### src/rtl/megnetic_freq_avg_pack.sv
// Magnetic frequency averager: samples five 16-bit channels on a fixed tick, box-car
// averages 2**AVG_LOG2 samples per channel and streams the averages as one checked frame.
module megnetic_freq_avg_pack #(
    parameter int unsigned SAMPLE_CYCLES = 100_000,
    parameter int unsigned AVG_LOG2      = 3,
    parameter logic [15:0] FREQ_MIN      = 16'd100,
    parameter logic [15:0] FREQ_MAX      = 16'd60000
) (
    input  logic        clk_100m,
    input  logic        log_rst_n,
    input  logic        megnetic_freq_en,
    input  logic [79:0] megnetic_freq,
    output logic        out_valid,
    input  logic        out_ready,
    output logic [2:0]  out_ch,
    output logic [15:0] out_data,
    output logic        out_alarm,
    output logic        out_last,
    output logic [7:0]  overrun_cnt
);
    localparam int unsigned NCH  = 5;
    localparam int unsigned DW   = 16;
    localparam int unsigned AW   = DW + AVG_LOG2;
    localparam int unsigned DIVW = $clog2(SAMPLE_CYCLES);
    localparam int unsigned SW   = (AVG_LOG2 == 0) ? 1 : AVG_LOG2;
    localparam logic [DIVW-1:0] DIV_LAST = DIVW'(SAMPLE_CYCLES - 1);
    localparam logic [SW-1:0]   SMP_LAST = SW'((1 << AVG_LOG2) - 1);
    localparam logic [2:0]      CH_LAST  = 3'(NCH - 1);

    typedef enum logic [1:0] {IDLE, COLLECT, SEND} state_e;

    state_e          state_q, state_d;
    logic [DIVW-1:0] div_q, div_d;
    logic [SW-1:0]   smp_q, smp_d;
    logic [AW-1:0]   acc_q  [NCH];
    logic [AW-1:0]   acc_d  [NCH];
    logic [AW-1:0]   sum_c  [NCH];
    logic [DW-1:0]   avg_q  [NCH];
    logic [DW-1:0]   avg_d  [NCH];
    logic [DW-1:0]   hold_q [NCH];
    logic [DW-1:0]   hold_d [NCH];
    logic            block_done_q, block_done_d;
    logic            out_valid_q, out_valid_d;
    logic [2:0]      out_ch_q, out_ch_d;
    logic [DW-1:0]   out_data_q, out_data_d;
    logic            out_alarm_q, out_alarm_d;
    logic            out_last_q, out_last_d;
    logic [7:0]      overrun_q, overrun_d;
    logic            tick_c;
    logic [2:0]      ch_nxt_c;

    function automatic logic out_of_range(input logic [DW-1:0] v);
        return (v < FREQ_MIN) || (v > FREQ_MAX);
    endfunction

    assign tick_c   = megnetic_freq_en && (div_q == DIV_LAST);
    assign ch_nxt_c = out_ch_q + 3'd1;

    // Running sum including the sample present on the input this cycle
    always_comb begin
        for (int i = 0; i < NCH; i++) begin
            sum_c[i] = acc_q[i] + AW'(megnetic_freq[DW*i +: DW]);
        end
    end

    always_comb begin
        state_d      = state_q;
        div_d        = tick_c ? '0 : div_q + DIVW'(1);
        smp_d        = smp_q;
        acc_d        = acc_q;
        avg_d        = avg_q;
        hold_d       = hold_q;
        block_done_d = 1'b0;
        out_valid_d  = out_valid_q;
        out_ch_d     = out_ch_q;
        out_data_d   = out_data_q;
        out_alarm_d  = out_alarm_q;
        out_last_d   = out_last_q;
        overrun_d    = overrun_q;

        // Accumulation runs on every tick regardless of the frame state
        if (tick_c) begin
            if (smp_q == SMP_LAST) begin
                smp_d        = '0;
                block_done_d = 1'b1;
                for (int i = 0; i < NCH; i++) begin
                    avg_d[i] = DW'(sum_c[i] >> AVG_LOG2);
                    acc_d[i] = '0;
                end
            end else begin
                smp_d = smp_q + SW'(1);
                for (int i = 0; i < NCH; i++) begin
                    acc_d[i] = sum_c[i];
                end
            end
        end

        case (state_q)
            IDLE: begin
                if (megnetic_freq_en) state_d = COLLECT;
            end
            COLLECT: begin
                if (block_done_q) begin
                    hold_d      = avg_q;
                    out_valid_d = 1'b1;
                    out_ch_d    = '0;
                    out_data_d  = avg_q[0];
                    out_alarm_d = out_of_range(avg_q[0]);
                    out_last_d  = 1'b0;
                    state_d     = SEND;
                end
            end
            SEND: begin
                // A block finishing mid-frame is dropped; the frame in flight is kept
                if (block_done_q && (overrun_q != 8'hFF)) overrun_d = overrun_q + 8'd1;
                if (out_ready) begin
                    if (out_ch_q == CH_LAST) begin
                        out_valid_d = 1'b0;
                        out_ch_d    = '0;
                        out_data_d  = '0;
                        out_alarm_d = 1'b0;
                        out_last_d  = 1'b0;
                        state_d     = COLLECT;
                    end else begin
                        out_ch_d    = ch_nxt_c;
                        out_data_d  = hold_q[ch_nxt_c];
                        out_alarm_d = out_of_range(hold_q[ch_nxt_c]);
                        out_last_d  = (ch_nxt_c == CH_LAST);
                    end
                end
            end
            default: state_d = IDLE;
        endcase

        // Disable acts as a synchronous clear of everything except the overrun count
        if (!megnetic_freq_en) begin
            state_d      = IDLE;
            div_d        = '0;
            smp_d        = '0;
            block_done_d = 1'b0;
            out_valid_d  = 1'b0;
            out_ch_d     = '0;
            out_data_d   = '0;
            out_alarm_d  = 1'b0;
            out_last_d   = 1'b0;
            for (int i = 0; i < NCH; i++) begin
                acc_d[i]  = '0;
                avg_d[i]  = '0;
                hold_d[i] = '0;
            end
        end
    end

    always_ff @(posedge clk_100m) begin
        if (!log_rst_n) begin
            state_q      <= IDLE;
            div_q        <= '0;
            smp_q        <= '0;
            block_done_q <= 1'b0;
            out_valid_q  <= 1'b0;
            out_ch_q     <= '0;
            out_data_q   <= '0;
            out_alarm_q  <= 1'b0;
            out_last_q   <= 1'b0;
            overrun_q    <= '0;
            for (int i = 0; i < NCH; i++) begin
                acc_q[i]  <= '0;
                avg_q[i]  <= '0;
                hold_q[i] <= '0;
            end
        end else begin
            state_q      <= state_d;
            div_q        <= div_d;
            smp_q        <= smp_d;
            block_done_q <= block_done_d;
            out_valid_q  <= out_valid_d;
            out_ch_q     <= out_ch_d;
            out_data_q   <= out_data_d;
            out_alarm_q  <= out_alarm_d;
            out_last_q   <= out_last_d;
            overrun_q    <= overrun_d;
            for (int i = 0; i < NCH; i++) begin
                acc_q[i]  <= acc_d[i];
                avg_q[i]  <= avg_d[i];
                hold_q[i] <= hold_d[i];
            end
        end
    end

    assign out_valid   = out_valid_q;
    assign out_ch      = out_ch_q;
    assign out_data    = out_data_q;
    assign out_alarm   = out_alarm_q;
    assign out_last    = out_last_q;
    assign overrun_cnt = overrun_q;

endmodule

### config.mk
export PLATFORM = sky130hd
export DESIGN_NAME = megnetic_freq_avg_pack
export DESIGN_NICKNAME = d
export VERILOG_FILES = /design/src/rtl/megnetic_freq_avg_pack.sv
export SDC_FILE = /design/constraint.sdc
export NUM_CORES = 1
export LEC_CHECK = 0
export CAP_MARGIN = 20
export CORE_UTILIZATION = 54
export CTS_CLUSTER_SIZE = 10
export DETAILED_ROUTE_END_ITERATION = 16
export PLACE_DENSITY_LB_ADDON = 0.1
export SLEW_MARGIN = 20
export SYNTH_ARGS = -nofsm -noshare
export SYNTH_HDL_FRONTEND = slang
export SYNTH_SLANG_ARGS = --single-unit
### constraint.sdc
create_clock -name clk_100m -period 2.43 [get_ports clk_100m]
set_input_delay 0.486 -clock clk_100m [delete_from_list [all_inputs] [get_ports clk_100m]]
set_output_delay 0.486 -clock clk_100m [all_outputs]
set_load 0.01 [all_outputs]
Word-level counts from Yosys, hierarchy flattened
Cells that the tools add are included.
{ "totals": {"regBits": 308, "output_inout_bits": 30, "elab_cells": 97} }
{ "op_classes": {"addsub": 9, "order_cmp": 5, "n_eq_ne": 10, "muxes": 30, "n_bitwise": 3, "reduce_logical": 15} }
{ "ops": {"columns": ["op", "n"], "rows": [
  ["19-bit by 16-bit adder with 19-bit output", 5],
  ["95-bit two-way mux", 1],
  ["16-bit two-way mux", 5],
  ["16-bit binary-select mux with 3-bit select", 1],
  ["16-bit greater-than comparator (second input constant)", 2],
  ["16-bit by 7-bit less-than comparator with 1-bit output (second input constant)", 2],
  ["16-bit case mux with 2 select lines", 1],
  ["17-bit by 1-bit adder with 17-bit output (second input constant)", 1],
  ["17-bit == test (second input constant)", 1],
  ["3-bit two-way mux", 4],
  ["1-bit two-way mux", 10],
  ["3-bit == test (second input constant)", 3],
  ["3-bit AND reduction", 3],
  ["8-bit by 1-bit adder with 8-bit output (second input constant)", 1],
  ["8-bit inequality test (second input constant)", 1],
  ["2-bit AND reduction", 4],
  ["3-bit by 1-bit adder with 3-bit output (second input constant)", 2],
  ["2-bit two-way mux", 3],
  ["2-bit inequality test (second input constant)", 3],
  ["1-bit case mux with 2 select lines", 3],
  ["2-bit case mux with 3 select lines", 1],
  ["3-bit case mux with 2 select lines", 1],
  ["4-bit >= comparator (second input constant)", 1],
  ["3-bit NOT with 4-bit output", 1],
  ["9 further kinds", 12]
]} }

Longest topological paths before layout
Gate-level depths: netlist of run 1.
{ "logic_depth": {"ltp_word": 10, "ltp_mapped": 12} }

Worst setup path before layout of run 1
Ideal clock, no wire load.
{ "synth_timing": {"path_kind": "input to register", "start": "in megnetic_freq[0]", "end": "reg avg_q[77] (netlist name)", "setup_time_ps": 62, "arrival_ps": 2540, "required_time_ps": 2368, "setup_slack_ps": -172, "path_stages": 11, "path_buffers": 0, "cell_sequence": "ha_1 inv_1 fa_1 nor2b_1 o2111ai_1 a31oi_1 o22ai_1 o21ai_1 a31oi_1 or4_1 nand3_1"} }
{ "synth_between": {"elab_chain_len": 1} }
{ "synth_rtl": {"columns": ["element", "line_no", "text"], "rows": [
  ["start, declared", "12", "input logic [79:0] megnetic_freq,"],
  ["19-bit by 16-bit adder with 19-bit output", "62", "sum_c[i] = acc_q[i] + AW'(megnetic_freq[DW*i +: DW]);"],
  ["end signal, assigned by index", "184", "avg_q[i] <= avg_d[i];"],
  ["end, declared", "38", "logic [DW-1:0] avg_q [NCH];"]
]} }
No other way between the ends.
A chain may end at the register's enable or synchronous reset.

Worst setup path in the final report of run 1
{ "layout_timing": {"start": "reg out_ch_q[1] (netlist: out_ch[1])", "end": "reg out_alarm_q (netlist: out_alarm)"} }
{ "layout_between": {"elab_chain_len": 10, "elab_cells_between_ends": 12, "classes_between": "1 x add/sub; 2 x order compare; 1 x eq/ne; 6 x mux; 1 x bitwise; 1 x reduce/logical"} }
{ "layout_rtl": {"columns": ["element", "line_no", "text"], "rows": [
  ["start, declared", "44", "logic [2:0] out_ch_q, out_ch_d;"],
  ["start signal, assigned", "177", "out_ch_q <= out_ch_d;"],
  ["3-bit by 1-bit adder with 3-bit output", "57", "assign ch_nxt_c = out_ch_q + 3'd1;"],
  ["3-bit NOT with 4-bit output (implied by the code)", "127", "out_alarm_d = out_of_range(hold_q[ch_nxt_c]);"],
  ["16-bit binary-select mux with 3-bit select", "127", null],
  ["16-bit two-way mux (implied by the code) (2 in series)", "127", null],
  ["16-bit by 7-bit less-than comparator with 1-bit output / 16-bit greater-than comparator (equally long branches)", "53", "return (v < FREQ_MIN) || (v > FREQ_MAX);"],
  ["1-bit logical OR", "53", null],
  ["1-bit two-way mux (*)", "117", "if (out_ch_q == CH_LAST) begin"],
  ["1-bit two-way mux (*)", "116", "if (out_ready) begin"],
  ["1-bit case mux with 2 select lines (*)", "98", "case (state_q)"],
  ["end signal, assigned", "179", "out_alarm_q <= out_alarm_d;"],
  ["end, declared", "46", "logic out_alarm_q, out_alarm_d;"]
]} }
Every way passes the cells marked *; elsewhere a longest branch is shown, timed or not. The select of a mux whose other input is x is not followed.

==> results of run 1 <==
## how the worst min path moves through the flow
stage            endpoint  slack (ps)
6_report        acc_q[19]         360
4_1_cts         acc_q[57]         440
3_5_place_dp     out_last         440
2_1_floorplan  hold_q[30]         430
3_3_place_gp   hold_q[22]         440
5_1_grt         acc_q[19]         380
## tightest hold or removal path: stages
cell and delay [ps]:
dlymetal6s2s_1 90, ha_2 150, a22o_1 110
## layout make-up
cell class              instances  area share
flip-flops and latches        308       0.293
repair inverters                1    0.000238
well taps                     378      0.0225
clock buffers                  44      0.0477
repair buffers                402       0.170
multi-input cells            1497       0.457
inverters                      48     0.00873
clock inverters                 3    0.000891
## state kept, by name, indices dropped and copies added (netlist names)
register and count:
acc_q 95, avg_q 80, hold_q 80, div_q 17
out_data 16, overrun_cnt 8, out_ch 3, smp_q 3
state_q 2, block_done_q 1, out_alarm 1, out_last 1
out_valid 1
## cell families after synthesis
logic type	share of synthesized area
DFF	0.394
muxes	0.0242
buffers and inverters	0.0384
AOI/OAI and AO/OA	0.218
xor gates and xnor gates	0.0537
and+or+nand+nor	0.196
adders and majority gates	0.0759
## power groups by stage
stage,sequential (W),combinational [W],clock (W)
finish,0.00506,0.000694,0.00492
global route,0.00505,0.000744,0.00520
CTS,0.00506,0.000657,0.00498
detailed placement,0.00517,0.000651,0
global placement,0.00517,0.000641,0
floorplan,0.00517,0.000282,0
## metrics by stage
step / instances / cell area (sq um) / hold WS (ps)
2_1_floorplan: 1956 / 15700 / 429
3_3_place_gp: 2602 / 19000 / 437
3_5_place_dp: 2602 / 19000 / 442
4_1_cts: 2657 / 20300 / 442
5_1_grt: 2681 / 21100 / 384
6_report: 2681 / 21100 / 359
## repair_timing
item	CTS	global route
cloned	0	2
buffers inserted	8	22
resized for setup	45	132
pin swaps	29	75
endpoints found under the setup margin	30	83
## metal layers
layer  vias to the layer above  routed length [microns]  part of all wire
met5                         -                        0                 0
met4                         0                     1250             0.027
met3                        90                     2720             0.059
met2                       492                    21000              0.45
met1                      7380                    21500              0.46
li1                       7541                        -                 -
## cells in the final DEF (no fill, tap or decap), drive strengths merged, types with 6 or more instances in the layout
master,n
nand4,20
xor2,43
o21a,15
a222oi,6
or3,12
or4,6
nand2,362
a22o,23
a31oi,29
nor4,6
nor2,133
dfxtp,308
mux2i,30
nor2b,11
and2,37
xnor2,53
a211oi,19
nor3,29
a21o,27
a21boi,18
ha,87
mux2,7
o22ai,9
clkdlybuf4s50,105
a21oi,198
clkbuf,45
o211ai,9
buf,288
a221oi,7
and3,7
nand2b,12
inv,48
nand3,54
o21ai,174
==> reports/results.ini, run 1 <==
[yosys]
synth_top_area_cell = dfxtp_1
syn_inst = 1956
synthTopCellsByArea = dfxtp_1 (39%), nand2_1 (8.7%), ha_1 (7.0%)
synth.distinct_cells = 63
synth_edf_count = 0
ys.flop_type = dfxtp_1
synthArstFlopShare = 0
synth_nets = 2132
syn_avg_cell_area_sq_um = 8.01
synth_area_sq_um = 15700
synth_seq_cells = 308
yosysMostFrequentCell = nand2_1
yosysSeqAreaShare = 0.394
synth_top_cell_area_share = 0.394
synth.top_cells.by_count = nand2_1 (361), dfxtp_1 (308), a21oi_1 (198)
synth-warning-count = 0

[setup_path]
r2r_cells = 12
r2r_start = out_ch[1]
cp_data_arrival_time_ps = 2810
cp.depth = 12
cp-start-kind = flop
slowest_stage = dfxtp_2
critPathMaxFanout = 6
crit_start = out_ch[1]
worstPathCellList = ha_4, ha_4, buf_12, buf_8, buf_4, mux2_2, nand2_1, a21boi_2, nor3_2, nand4_1, o21ai_1, a31oi_1
crit_path_max_incr_delay_ps = 330
r2r-end = out_alarm
cp-endpoint = out_alarm
crit_buf_inv = 3
path_class = flop to flop
reg2reg_slack_ps = 9
crit_top_cell = ha_4
required_ps = 2820
crit_family = adder cells
worstSetupEndpointType = flop

[grt]
grt_pass1_vias = 14603
met1_usage = 0.432
grt_util_met2 = 0.491
grt_max_degree = 90
grt_pass1_wl_mm = 72.9
grt.overflow.total = 0
busiest_layer = met2
use_met3 = 0.0423
antenna_found_initial = 0
grtUsageTotal = 0.309

[sta]
slew_viol_final = 0
skew_ps = 13.7
rsz0062_at_grt = true
max_freq_mhz = 413
slew_headroom = 0.434
period_share = 0.996
worst_pin_slew_ps = 849
finalSetupTns_ps = 0
setup_viol = 0
hold_viol_final = 0
final.min_clock_period_ps = 2420
setup_ws_ps = 9.37

[clock_tree]
clk_latency_ps = 520
cts.clk_slew.worst_paths_ps = 60
cts-root-buf = clkbuf_16
cts_sinks = 308
numCtsBuffers = 37
clockBufferDepth = 3
cts-hold-fix-buffers = 0
cts_tree = built
htreeDepth = 2

[pwr]
power.clock.fraction = 0.461
power.internal_w = 0.00828
powerDensity_nw_per_um2 = 507
comb_power_share = 0.065
ir_worst_vdd_mv = 0.486
switching_share = 0.224
p_leak_nw = 8.23
power_switching_w = 0.00239
power.total_w = 0.0107
pwr-share-seq = 0.474

[drt]
drt-vias-per-instance = 5.78
drc = 0
firstDrtPassIters = 6
routed_wl_mm = 46.5
vias = 15503
antenna_left = 0
detail_route.wl_per_cell_microns = 17.3
drtIter0Drc = 1359

[die]
die_w_microns = 172
die_h_microns = 172
core_area_sq_um = 28200
rows = 61
ioPinCount = 114
dieArea_sq_um = 29700
initial_core_util = 0.556

[finish]
n_fill_cell = 2111
drive_gt1_frac = 0.204
multiInputGateArea_sq_um = 9620
fin_nets = 2471
regArea_sq_um = 6170
areaGrowthSynthToFinish_pct = 34.5
n_antenna_cell = 0
utilization = 0.748

[worst_hold_path]
holdPathStages = 3
hp-class = primary input to flop
worstHoldStart = megnetic_freq[48]

[status]
status = finished, final reports clean

[placed_design]
place_hpwl_mm = 33.2
place.gp.congestion = 0.947
place_ws_ps = -705
io_buffers = 113

[job]
maxCapViolCount = 0

Power figures use the tool's default switching activity.
==> run 2: changes to the inputs <==
Settings changed: GPL_ROUTABILITY_DRIVEN set to 0.
==> run 2 against run 1 <==
Against the previous run:
- the run now ends with setup timing left
- register-to-register slack worse by 20 ps
- combinational power down 0.7%
- die area unchanged
- first-iteration DRC count down 9.7%
- cell count down 0.52%
- global-route usage down 0.51 points
- non-clock buffer count down 13
- via count down 1.7%
- largest cell class unchanged
- highest routed layer unchanged
==> reports/results.ini, run 2 (synthesis gave the netlist of run 1 again) <==
[sta]
skew_ps = 13.2
final.min_clock_period_ps = 2440
period_share = 1.01
finalSetupTns_ps = -13.8
max_freq_mhz = 409
setup_ws_ps = -13.8
slew_viol_final = 0
rsz0062_at_grt = true
setup_viol = 1
hold_viol_final = 0
slew_headroom = 0.450
worst_pin_slew_ps = 825

[drt]
drc = 0
vias = 15239
antenna_left = 0
drt-vias-per-instance = 5.71
drtIter0Drc = 1227
firstDrtPassIters = 8
detail_route.wl_per_cell_microns = 16.9
routed_wl_mm = 45.1

[placed_design]
place_hpwl_mm = 32.5
dp_cells = 2602
place_ws_ps = -667
io_buffers = 113

[setup_path]
cp_data_arrival_time_ps = 2880
crit_start = out_ch[0]
worstSetupEndpointType = flop
required_ps = 2860
r2r_start = out_ch[0]
path_class = flop to flop
r2r_cells = 11
critPathMaxFanout = 8
cp-start-kind = flop

[finish]
n_fill_cell = 2154
reg_top3 = acc_q (95), avg_q (80), hold_q (80)
drive_gt1_frac = 0.192
fin_nets = 2458
largest_register_ffs = 95
instances_no_fill = 2667
areaGrowthSynthToFinish_pct = 32.6
final_cell_mix = nand2_1 (357), dfxtp_1 (304), buf_4 (253)
regArea_sq_um = 6170
final_common_cell = nand2_1
multiInputGateArea_sq_um = 9420
n_antenna_cell = 0
regMostFlops = acc_q

[worst_hold_path]
worstHoldStart = megnetic_freq[64]
hp-class = primary input to flop
holdPathStages = 3

[pwr]
power.clock.fraction = 0.460
power.total_w = 0.0106
comb_power_share = 0.065
power_switching_w = 0.00236
p_leak_nw = 8.12
ir_worst_vdd_mv = 0.561
switching_share = 0.222
pwr-share-seq = 0.476
powerDensity_nw_per_um2 = 512
power.internal_w = 0.00828

[grt]
grt_pass1_vias = 14106
grt_pass1_wl_mm = 71.5
grt.overflow.total = 0
antenna_found_initial = 0
grt_max_degree = 83
grtUsageTotal = 0.304

[die]
die_w_microns = 172
rows = 61
core_area_sq_um = 28200
ioPinCount = 114
initial_core_util = 0.556
die_h_microns = 172
dieArea_sq_um = 29700

[job]
maxCapViolCount = 0

[clock_tree]
cts-hold-fix-buffers = 0
cts_tree = built
numCtsBuffers = 37
cts_sinks = 308
cts-root-buf = clkbuf_16
clockBufferDepth = 3
clk_latency_ps = 510
cts.clk_slew.worst_paths_ps = 50
htreeDepth = 2

[status]
violations = setup timing
status = complete, but fails checks

==> run 2: through the flow <==
step / util / hold WS (ps) / instance area, sq um
finish: 0.737 / 349 / 20800
global route: 0.737 / 378 / 20800
CTS: 0.719 / 445 / 20300
detailed placement: 0.677 / 443 / 19100
global placement: 0.677 / 437 / 19100
floorplan: - / 429 / 15700
==> run 2: layer usage <==
metal	wire (microns)	part of all wire	GRT usage
met3	2540	0.056	0.0419
met4	998	0.022	0.0835
met1	21000	0.47	0.427
met5	0	0	0
met2	20500	0.46	0.485
==> run 2: what timing repair did <==
item                       4_1_cts  5_1_grt
buffers inserted                 5       12
setup endpoints to repair       21       94
cloned                           1        1
gates resized for setup         43       92
pin swaps                       33       48
==> run 2: layout make-up <==
type / instances / area share
Clock inverter: 2 / 0.000844
Tap cell: 378 / 0.0228
Timing Repair inverter: 1 / 0.000241
Sequential cell: 308 / 0.297
Inverter: 48 / 0.00886
Clock buffer: 44 / 0.0484
Timing Repair Buffer: 389 / 0.168
Multi-Input combinational cell: 1497 / 0.454
==> run 2: critical path, stage by stage, from the launching register on <==
cell and delay [ps]:
dfxtp_1 320, ha_1 230, ha_4 300, bufbuf_16 280
clkinvlp_2 170, o21ai_0 200, a21boi_2 240, buf_4 160
nand2b_1 110, o311a_1 150, o21ai_1 60, a31oi_1 160
==> run 2: path summary, 6_finish.rpt <==
kind | to | slack (ps)
max | out_alarm | -10
max reg2reg | out_alarm | -10
min reg2reg | hold_q[30] | 450
min | acc_q[0] | 350
==> run 2: power groups by stage <==
stage	Clock (W)	Combinational [W]	Sequential, W
floorplan	0	0.000282	0.00517
global placement	0	0.000640	0.00517
detailed placement	0	0.000650	0.00517
CTS	0.00495	0.000654	0.00506
global route	0.00518	0.000741	0.00505
finish	0.00489	0.000689	0.00506
==> run 3: changes to the inputs <==
Settings changed: PLACE_DENSITY set to 0.77, PLACE_DENSITY_LB_ADDON 0.1 to not set, REMOVE_ABC_BUFFERS set to 1.
==> run 3 against run 2 <==
Against the previous run:
- the flow still finishes with violations (setup timing)
- clock power grew 7.0%
- fmax is essentially flat
- combinational power shrank 3%
- first-iteration DRC count grew 17%
- sequential power is essentially flat
- core utilization shrank 0.084 points
- via count grew 3.8%
- count of clock-buffer cells in the layout grew 7
==> reports/results.ini, run 3 (synthesis gave the netlist of run 1 again) <==
[status]
status = complete, but fails checks
violations = setup timing

[clock_tree]
cts_sinks = 308
clockBufferDepth = 3
cts-root-buf = clkbuf_16
clk_latency_ps = 530
numCtsBuffers = 38
cts-hold-fix-buffers = 0
cts_tree = built
htreeDepth = 2
cts.clk_slew.worst_paths_ps = 50

[placed_design]
io_buffers = 113
placed_area_sq_um = 18900
place_hpwl_mm = 32.0

[drt]
routed_wl_mm = 46.5
detail_route.wl_per_cell_microns = 17.5
drtIter0Drc = 1441
vias = 15814
firstDrtPassIters = 8
drc = 0
antenna_left = 0
drt-vias-per-instance = 5.95

[finish]
areaGrowthSynthToFinish_pct = 32.4
largest_register_ffs = 95
final_area_sq_um = 20700
final_common_cell = nand2_1
final_cell_mix = nand2_1 (358), dfxtp_1 (301), buf_4 (242)
drive_gt1_frac = 0.192
fin_nets = 2443
regMostFlops = acc_q
n_antenna_cell = 0
multiInputGateArea_sq_um = 9440
n_fill_cell = 1973
reg_top3 = acc_q (95), avg_q (80), hold_q (80)
regArea_sq_um = 6170

[setup_path]
reg2reg_slack_ps = -10
worstSetupEndpointType = flop
cp_data_arrival_time_ps = 2850
path_class = flop to flop
r2r_cells = 12
required_ps = 2830
critPathMaxFanout = 12
cp-start-kind = flop

[die]
initial_core_util = 0.556
rows = 61
die_h_microns = 172
core_area_sq_um = 28200
dieArea_sq_um = 29700
die_w_microns = 172
ioPinCount = 114

[sta]
finalSetupTns_ps = -13.2
setup_viol = 1
hold_viol_final = 0
max_freq_mhz = 409
final.min_clock_period_ps = 2440
slew_headroom = 0.420
skew_ps = 18.8
worst_pin_slew_ps = 870
rsz0062_at_grt = true
slew_viol_final = 0
setup_ws_ps = -13.2
whs_ps = 362
period_share = 1.01

[grt]
grt_pass1_wl_mm = 73.1
grt.overflow.total = 0
antenna_found_initial = 2
grtUsageTotal = 0.307
grt_pass1_vias = 15319
grt_max_degree = 87

[pwr]
p_leak_nw = 8.16
power.total_w = 0.0110
powerDensity_nw_per_um2 = 529
ir_worst_vdd_mv = 0.444

[worst_hold_path]
holdPathStages = 3
hp-class = primary input to flop

[job]
maxCapViolCount = 0

[run 3: changes by cell type in the layout (fill, tap and decap cells not counted), moves of 4 or more]
cell / change
buf_4: -11
o21ai_0: -10
clkbuf_8: +4
ha_1: +5
o21ai_2: +6
ha_2: -5
inv_2: +4
o21ai_1: +5
buf_12: -4
[run 3: layout make-up]
class                      instances  area share
tap                              378      0.0228
sequential                       308       0.298
clock inverter                     1    0.000422
timing repair buffer             374       0.161
inverter                          48     0.00869
clock buffer                      51      0.0537
multi-input combinational       1497       0.455
[run 3: layer usage]
layer | GRT usage | up-vias | share of wire
met5 | 0 | - | 0.00058
met4 | 0.126 | 4 | 0.037
met3 | 0.0504 | 165 | 0.073
met2 | 0.522 | 605 | 0.47
met1 | 0.385 | 7545 | 0.42
li1 | - | 7495 | -
[run 3: path summary, 6_finish.rpt]
path / startpoint / to
setup reg to reg: out_ch[0] / out_alarm
setup / recovery: out_ch[0] / out_alarm
hold reg to reg: avg_q[22] / avg_q[22]
hold / removal: megnetic_freq[32] / acc_q[38]
[run 3: through the flow]
stage	util	instances	setup slack (ps)
final	0.736	2657	-13.2
after global placement	0.672	2591	-659
after CTS	0.718	2648	-56.6
after detailed placement	0.672	2591	-769
after global routing	0.736	2657	-115
after floorplan	-	1853	-3790
[run 3: timing repair]
item	in CTS	in global routing
cloned	1	1
resized for setup	47	124
pin swaps	29	61
setup buffers	5	9
setup endpoints to repair	39	89
[run 3: report_power, final]
group          total, W  internal [W]  switching, W
Combinational  0.000670      0.000330      0.000339
Sequential      0.00506       0.00505    0.00000267
Clock           0.00523       0.00315       0.00208
[run 3: worst max-delay path, stage by stage, from the launching register on]
cell,delay (ps)
dfxtp_2,330
ha_4,160
ha_4,290
buf_12,160
buf_12,150
mux2i_1,190
nor2_1,70
a311oi_2,300
o22ai_1,140
nand2_1,110
nand4_1,140
o21ai_2,190
a31oi_1,100
==> patch (flow settings as in run 1) <==
The parameter `AVG_LOG2` goes from 3 to 2.
--- a/src/rtl/megnetic_freq_avg_pack.sv
+++ b/src/rtl/megnetic_freq_avg_pack.sv
@@ -4,3 +4,3 @@
     parameter int unsigned SAMPLE_CYCLES = 100_000,
-    parameter int unsigned AVG_LOG2      = 3,
+    parameter int unsigned AVG_LOG2      = 2,
     parameter logic [15:0] FREQ_MIN      = 16'd100,
Formal check against the unedited RTL: no difference found for any inputs over 10 cycles, from zero or initial values and one cycle with log_rst_n low; that may be too few to reach the edited logic, so the function may still have changed.
==> patch against run 1 <==
  * The flow now finishes with violations (setup timing)
  * Sequential power shrank 2%
  * Synthesized cell count shrank 4.2%
  * Fmax fell by 2.5%
  * Cell area down 4.9%
  * Power increased by 0.24%
  * Count of clock-buffer cells in the layout increased by 5
  * Sequential cell count decreased by 6
  * Routed wire length decreased by 8.3%
  * Setup slack lost 0.063 ns
  * Area after synthesis shrank 2.1%
  * Die area is 2.1% lower
  * Global-route usage is 1.8 points lower
  * Largest power group is now the clock network
==> patch: results (changes against run 1) <==
DRT met1 WL=19300 um (-11%); chip width=170 um (-1.1%); failing checks=setup timing; global-route wire length before repair=68400 um (-6.3%); Post-synth top cells=nand2_1, dfxtp_1, a21oi_1; global-route met1 utilization=38.1% (-5.1 points); status=finished, violations left; postcts setup bufs=2 (-6); GR Util All Layers=29.1% (-1.8 points); met2 Use GR=49.6% (+0.54 points); setup ws final=-0.0535 ns (-0.0629 ns); Max-slew headroom=58.1% (+15 points); share of layout cells above drive strength 1=17.6% (-2.8 points); Layout Nets=2341 (-5.3%); Yosys cell types=61 (-3.2%); DRT iter0 DRCs=1007 (-26%); Mapped Avg Cell Area=8.18 sq um (+2.2%); final setup violation count=3 (+3); Crit-path slowest cell=a2111o_1; CP max FO=2 (-4); GRT met3 Usage=3.79% (-0.44 points); Synth Area in Compound Gates=23.7% (+2.0 points); Post-Syn Instances=1873 (-4.2%); TNS Setup=-0.106 ns (-0.106 ns); TritonRoute pass-1 iters=5 (-1); DR vias/cell=5.74 (-0.72%); max reg flops=90 (-5.3%); DR WL/cell=16.7 um (-3.8%); Inst Count DP=2493 (-4.2%)
==> patch: worst paths after layout <==
kind         slack (ns)              start  cells after the start    endpoint
max               -0.05          acc_q[72]                      9   avg_q[76]
min                0.36  megnetic_freq[64]                      3    acc_q[0]
max reg2reg       -0.05          acc_q[72]                      9   avg_q[76]
min reg2reg        0.45          avg_q[10]                      2  hold_q[10]
==> patch: layout make-up <==
type                            count  area, sq um  area share, %
Clock inverter                      2         38.8          0.194
Multi-Input combinational cell   1456         9180           45.8
Sequential cell                   302         6050           30.2
Tap cell                          378          473           2.36
Inverter                           15         56.3          0.281
Timing Repair Buffer              354         3170           15.8
Clock buffer                       49         1050           5.26
==> patch: power breakdown <==
part	leakage (nW)	total [W]	internal (W)	switching (W)
combinational	5.13	0.000645	0.000322	0.000323
sequential	2.43	0.00496	0.00496	0.00000240
clock	0.535	0.00509	0.00309	0.00200
==> patch: tightest hold or removal path: cells and delay by family <==
family          cells  cell delay [ns]
fa+ha+maj           1             0.13
buf+inv             1             0.12
compound gates      1             0.10
